## config.mk

```make
export PLATFORM = sky130hd
export DESIGN_NAME = wb_arbiter2
export DESIGN_NICKNAME = d
export VERILOG_FILES = /design/src/rtl/wb_arb_pkg.sv /design/src/rtl/wb_ack_counter.sv /design/src/rtl/wb_arbiter2.sv
export SDC_FILE = /design/constraint.sdc
export NUM_CORES = 1
export LEC_CHECK = 0
export CORE_AREA = 2 2 119 121
export CTS_CLUSTER_SIZE = 25
export DETAILED_ROUTE_END_ITERATION = 8
export DIE_AREA = 0 0 121 123
export PLACE_DENSITY_LB_ADDON = 0.05
export SLEW_MARGIN = 5
export SYNTH_ARGS = -nofsm -noshare
export SYNTH_HDL_FRONTEND = slang
export SYNTH_SLANG_ARGS = --single-unit
export TNS_END_PERCENT = 50
```

## constraint.sdc

```tcl
create_clock -name clk -period 6.23 [get_ports clk]
set_input_delay 0.9345 -clock clk [delete_from_list [all_inputs] [get_ports clk]]
set_output_delay 0.9345 -clock clk [all_outputs]
set_load 0.02 [all_outputs]
```

## src/rtl/wb_arb_pkg.sv

```systemverilog
// Shared types for the two-master Wishbone arbiter.
package wb_arb_pkg;
  typedef enum logic [1:0] {IDLE, GNT_M0, GNT_M1, DRAIN} arb_state_t;
  localparam logic M0 = 1'b0;
  localparam logic M1 = 1'b1;
endpackage

```

## src/rtl/wb_ack_counter.sv

```systemverilog
// Outstanding-request counter: saturates at MAX, never underflows.
module wb_ack_counter #(
  parameter int MAX = 4,
  localparam int CW = $clog2(MAX + 1)
) (
  input  logic          clk,
  input  logic          reset,
  input  logic          inc,
  input  logic          dec,
  output logic [CW-1:0] cnt,
  output logic          full,
  output logic          cnt_next_zero
);
  logic          inc_ok, dec_ok;
  logic [CW-1:0] cnt_nxt;

  assign full   = (cnt == CW'(MAX));
  assign inc_ok = inc & ~full;
  // an ack with nothing outstanding is stale (e.g. from before reset)
  assign dec_ok = dec & (cnt != '0);

  always_comb begin
    cnt_nxt = cnt;
    if (inc_ok && !dec_ok)      cnt_nxt = cnt + CW'(1);
    else if (dec_ok && !inc_ok) cnt_nxt = cnt - CW'(1);
  end

  assign cnt_next_zero = (cnt_nxt == '0);

  always_ff @(posedge clk or negedge reset)
    if (!reset) cnt <= '0;
    else        cnt <= cnt_nxt;
endmodule

```

## src/rtl/wb_arbiter2.sv

```systemverilog
// Two-master (data m0, fetch m1) to one-slave pipelined Wishbone B4 arbiter.
// Ownership changes only after all accepted requests have been acked.
module wb_arbiter2
  import wb_arb_pkg::*;
#(
  parameter int ADDR_W    = 30,
  parameter int DATA_W    = 32,
  parameter int MAX_OUTST = 4
) (
  input  logic                clk,
  input  logic                reset,
  input  logic                i_m0_cyc,
  input  logic                i_m0_stb,
  input  logic                i_m0_we,
  input  logic [DATA_W/8-1:0] i_m0_sel,
  input  logic [ADDR_W-1:0]   i_m0_addr,
  input  logic [DATA_W-1:0]   i_m0_data,
  output logic                o_m0_ack,
  output logic                o_m0_stall,
  output logic [DATA_W-1:0]   o_m0_data,
  input  logic                i_m1_cyc,
  input  logic                i_m1_stb,
  input  logic                i_m1_we,
  input  logic [DATA_W/8-1:0] i_m1_sel,
  input  logic [ADDR_W-1:0]   i_m1_addr,
  input  logic [DATA_W-1:0]   i_m1_data,
  output logic                o_m1_ack,
  output logic                o_m1_stall,
  output logic [DATA_W-1:0]   o_m1_data,
  output logic                o_s_cyc,
  output logic                o_s_stb,
  output logic                o_s_we,
  output logic [DATA_W/8-1:0] o_s_sel,
  output logic [ADDR_W-1:0]   o_s_addr,
  output logic [DATA_W-1:0]   o_s_data,
  input  logic                i_s_ack,
  input  logic                i_s_stall,
  input  logic [DATA_W-1:0]   i_s_data
);
  localparam int CW = $clog2(MAX_OUTST + 1);

  arb_state_t    state, nxt;
  logic          last_grant, lg_nxt;
  logic [CW-1:0] cnt;
  logic          full, cnt_next_zero, ack_ok;
  logic          own_m1, own_cyc, own_stb;

  wb_ack_counter #(.MAX(MAX_OUTST)) u_cnt (
    .clk           (clk),
    .reset         (reset),
    .inc           (o_s_stb & ~i_s_stall),
    .dec           (i_s_ack),
    .cnt           (cnt),
    .full          (full),
    .cnt_next_zero (cnt_next_zero)
  );

  assign o_m0_data = i_s_data;
  assign o_m1_data = i_s_data;
  assign ack_ok    = i_s_ack & (cnt != '0);
  assign own_m1    = (state == GNT_M1);
  assign own_cyc   = own_m1 ? i_m1_cyc : i_m0_cyc;
  assign own_stb   = own_m1 ? i_m1_stb : i_m0_stb;

  always_ff @(posedge clk or negedge reset)
    if (!reset) begin
      state      <= IDLE;
      last_grant <= M1;
    end else begin
      state      <= nxt;
      last_grant <= lg_nxt;
    end

  always_comb begin
    nxt        = state;
    lg_nxt     = last_grant;
    o_s_cyc    = 1'b0;
    o_s_stb    = 1'b0;
    o_s_we     = 1'b0;
    o_s_sel    = '0;
    o_s_addr   = '0;
    o_s_data   = '0;
    o_m0_stall = 1'b1;
    o_m1_stall = 1'b1;
    o_m0_ack   = 1'b0;
    o_m1_ack   = 1'b0;
    case (state)
      IDLE: begin
        // on a tie, the master that did not win last time gets the bus
        if (i_m0_cyc && (!i_m1_cyc || last_grant == M1)) begin
          nxt    = GNT_M0;
          lg_nxt = M0;
        end else if (i_m1_cyc) begin
          nxt    = GNT_M1;
          lg_nxt = M1;
        end
      end
      GNT_M0, GNT_M1: begin
        o_s_cyc  = own_cyc;
        o_s_stb  = own_cyc & own_stb & ~full;
        o_s_we   = own_m1 ? i_m1_we   : i_m0_we;
        o_s_sel  = own_m1 ? i_m1_sel  : i_m0_sel;
        o_s_addr = own_m1 ? i_m1_addr : i_m0_addr;
        o_s_data = own_m1 ? i_m1_data : i_m0_data;
        if (own_m1) begin
          o_m1_stall = i_s_stall | full;
          o_m1_ack   = ack_ok;
        end else begin
          o_m0_stall = i_s_stall | full;
          o_m0_ack   = ack_ok;
        end
        if (!own_cyc) nxt = cnt_next_zero ? IDLE : DRAIN;
      end
      DRAIN: begin
        // keep cyc up so the slave can finish; its acks go nowhere
        o_s_cyc = 1'b1;
        if (cnt_next_zero) nxt = IDLE;
      end
      default: nxt = IDLE;
    endcase
  end
endmodule

```

==> summary.md <==
| Metric | Value |
|---|---|
| Initial DRC count | `60` |
| Layout cell share with drive strength beyond 1 | `3.88%` |
| CTS Hold Bufs | `0` |
| Worst Hold Path Cells | `2` |
| TritonRoute pass-1 iters | `4` |
| Layout Utilization | `31.2%` |
| WL/cell | `17.6 um` |
| Worst Max-Slew Pin Slew | `0.688 ns` |
| Rows | `43` |
| Post-CTS sizing | `0` |
| Yosys reg bits | `6` |
| Family with the most delay on the worst path | `buffers and inverters` |
| Core Area | `13600 sq um` |
| Gr usage total | `13.0%` |
| Synth Flop Type | `dfrtp_1` |
| Status | `complete, no violations` |
| Ys Warns | `0` |
| Pre-CTS WS | `2.47 ns` |
| Mapped Area | `2340 sq um` |
| DRC | `0` |
| Sequential area share after synthesis | `6.46%` |
| Ant. Diodes | `0` |
| Chip height | `123 um` |
| Post-Synth Adder-Cell Area | `3.74%` |
| Part of the cycle the worst path needs | `63.0%` |
| Crit path buffers/inverters | `3` |
| Leakage power | `1.56 nW` |
| Post-route ant nets | `0` |
| Path depth of the worst reg2reg path | `8` |
| RSZ-0062 raised after global routing | `no` |
| Pwr per Cell Area | `550 nW/um^2` |
| Crit path DAT | `2.99 ns` |
| Num CTS Buffers | `3` |
| Clk Latency, worst-skew pair | `0.23 ns` |
| Clock skew | `0.00285 ns` |
| Synth Area in Simple Gates | `24.9%` |
| Largest net degree at the start of global routing | `78` |
| Post-synthesis xor/xnor area fraction | `1.12%` |
| Buffers on Ports | `214` |
| Setup TNS | `0 ns` |
| Layout area overhead | `81.4%` |
| CP max-delay cell | `ha_4` |
| Clk buf depth | `2` |
| HP Start | `last_grant` |
| Peak supply drop | `0.000163 V` |
| Clock Root Buffer | `clkbuf_16` |
| GRT overflow | `0` |
| Share of synthesized area spent on multiplexers | `29.8%` |
| Die area | `14900 sq um` |
| Clock H-tree levels | `1` |
| Final Hold Viols | `0` |
| Crit-path max FO | `38` |
| CTS tree | `done` |
| Worst reg2reg path startpoint | `state[1]` |
| Startpoint types | `register` |
| Clock-pin slew of the registers on the worst-case setup and hold paths | `0.03 ns` |
| Final setup viols | `0` |
| Initial Utilization | `17.2%` |
| Post-synth EDFFs | `0` |
| Tightest Hold Check Type | `reg -> reg` |
| Min setup slack post-route | `2.30 ns` |
| Post-Route WL | `10.9 mm` |
| Setup bufs post-CTS | `0` |
| Worst stage delay on the critical path | `0.62 ns` |
| Synth unique cells | `40` |
| Tmin final | `3.93 ns` |
| Vias in the first global route | `2372` |
| Detailed-route via count | `2431` |
| F_max | `0.255 GHz` |
| Reg2reg setup slack | `3.22 ns` |
| Crit path cell chain | `inv_1 -> ha_4 -> buf_4 -> mux2i_1 -> nor2b_1 -> clkdlybuf4s50_1` |
| Crit path capture type | `output pin` |
| First-pass GRT wire length | `14.7 mm` |
| Synthesized Nets | `482` |
| Main combinational cell family by area after synthesis | `multiplexers` |
| Width of the die | `121 um` |
| CTS sink cnt | `6` |
| Hpwl dp | `9.01 mm` |
| Final net count | `620` |
| Via-to-Cell Ratio | `3.93` |
| Crit path required time | `5.30 ns` |
| Initial antenna violation count | `0` |
| Worst r2r dst | `state[1]` |
| Cells after synthesis | `301` |
| Async set or reset register ratio after synthesis | `100%` |
| Synth Area in Compound Gates | `8.28%` |
| Avg Cell Area, Syn | `7.78 sq um` |
| Setup CP Type | `reg -> out` |
| IO Pins | `311` |
| Max_cap viols | `0` |
| Worst relative slew slack | `54.2%` |
| Placer Congestion | `0.722` |
| Max-slew violation count | `0` |
| Hold Path End | `last_grant` |
==> sequential cells by signal, indices dropped and copies added, names as in the netlist <==
signal and count:
u_cnt.cnt 3, state 2, last_grant 1
==> worst min-delay path, stage by stage, from the launching register on <==
cell,delay [ns]
dfstp_2,0.36
a21oi_1,0.10
a31oi_1,0.05
==> cell usage after synthesis, types with 3 or more instances <==
| master | instances | area share, % |
|---|---|---|
| nor2b_1 | 68 | 18 |
| mux2i_1 | 67 | 29 |
| buf_4 | 65 | 21 |
| a21oi_1 | 10 | 2.1 |
| clkbuf_1 | 8 | 1.3 |
| inv_1 | 8 | 1.3 |
| ha_1 | 7 | 3.7 |
| buf_2 | 5 | 1.1 |
| dfrtp_1 | 5 | 5.3 |
| buf_1 | 4 | 0.64 |
| nand2_1 | 4 | 0.64 |
| nand3_1 | 4 | 0.85 |
| nor2_1 | 4 | 0.64 |
| o31ai_1 | 4 | 1.3 |
| a31oi_1 | 3 | 0.80 |
| nor3_1 | 3 | 0.64 |
| o21ai_0 | 3 | 0.64 |
| xnor2_1 | 3 | 1.1 |
==> metal layers <==
layer  up-vias  track usage, %  part of all wire, %
met5         -               0                    0
met4         0            2.40                  1.5
met3        29            2.63                  7.1
met2        96            25.9                   56
met1      1084            14.0                   35
li1       1222               -                    -
==> how the worst max path moves through the flow <==
stage / depth (start not counted) / endpoint / slack (ns) / startpoint
floorplan: 7 / o_s_addr[13] / 3.58 / state[0]
global placement: 6 / o_s_data[27] / 2.46 / state[0]
detailed placement: 6 / o_s_data[27] / 2.47 / state[0]
CTS: 6 / o_s_data[23] / 2.22 / state[0]
global route: 6 / o_s_data[23] / 2.09 / state[0]
finish: 6 / o_s_data[23] / 2.30 / state[0]
==> where the power goes <==
group / leakage (nW) / total [mW] / switching (mW) / internal, mW
Clock: 0.0382 / 0.106 / 0.0210 / 0.0848
Sequential: 0.0702 / 0.0930 / 0.0295 / 0.0636
Combinational: 1.45 / 2.14 / 1.10 / 1.04
Total: 1.56 / 2.34 / 1.15 / 1.19
==> cell families (layout without fill, tap and decap cells) <==
| logic type | after synthesis | count (layout) |
|---|---|---|
| fa+ha+maj | 7 | 7 |
| buf+inv | 92 | 229 |
| simple gates | 95 | 95 |
| compound gates | 29 | 29 |
| xor+xnor | 3 | 3 |
| flops | 6 | 6 |
| mux | 69 | 69 |
==> layout by cell type (no fill, tap or decap), types with 3 or more instances in the layout <==
cell,instances
o21ai_0,3
inv_1,8
clkdlybuf4s50_1,214
a31oi_1,3
nor2b_1,68
ha_1,5
dfrtp_1,5
a21oi_1,10
clkbuf_16,3
nand2_1,4
nor3_1,3
xnor2_1,3
o31ai_1,4
mux2i_1,67
nor2_1,4
nand3_1,4
==> layout make-up <==
class                      count  area [sq um]
clock buffer                   4          78.8
inverter                       9          33.8
fill                        1420          9360
timing repair buffer         216          2160
sequential                     6           151
multi-input combinational    203          1600
tap                          180           225
==> per-stage QoR <==
| stage | std cells | power, mW | hold slack [ns] | instance area (sq um) |
|---|---|---|---|---|
| final | 618 | 2.34 | 0.527 | 4250 |
| after global routing | 618 | 2.50 | 0.567 | 4250 |
| after CTS | 618 | 2.38 | 0.522 | 4250 |
| after detailed placement | 614 | 2.27 | 0.518 | 4170 |
| after global placement | 614 | 2.28 | 0.518 | 4170 |
| after floorplan | 301 | 1.40 | 0.502 | 2340 |
No activity file was read; power rests on OpenSTA's default activity.
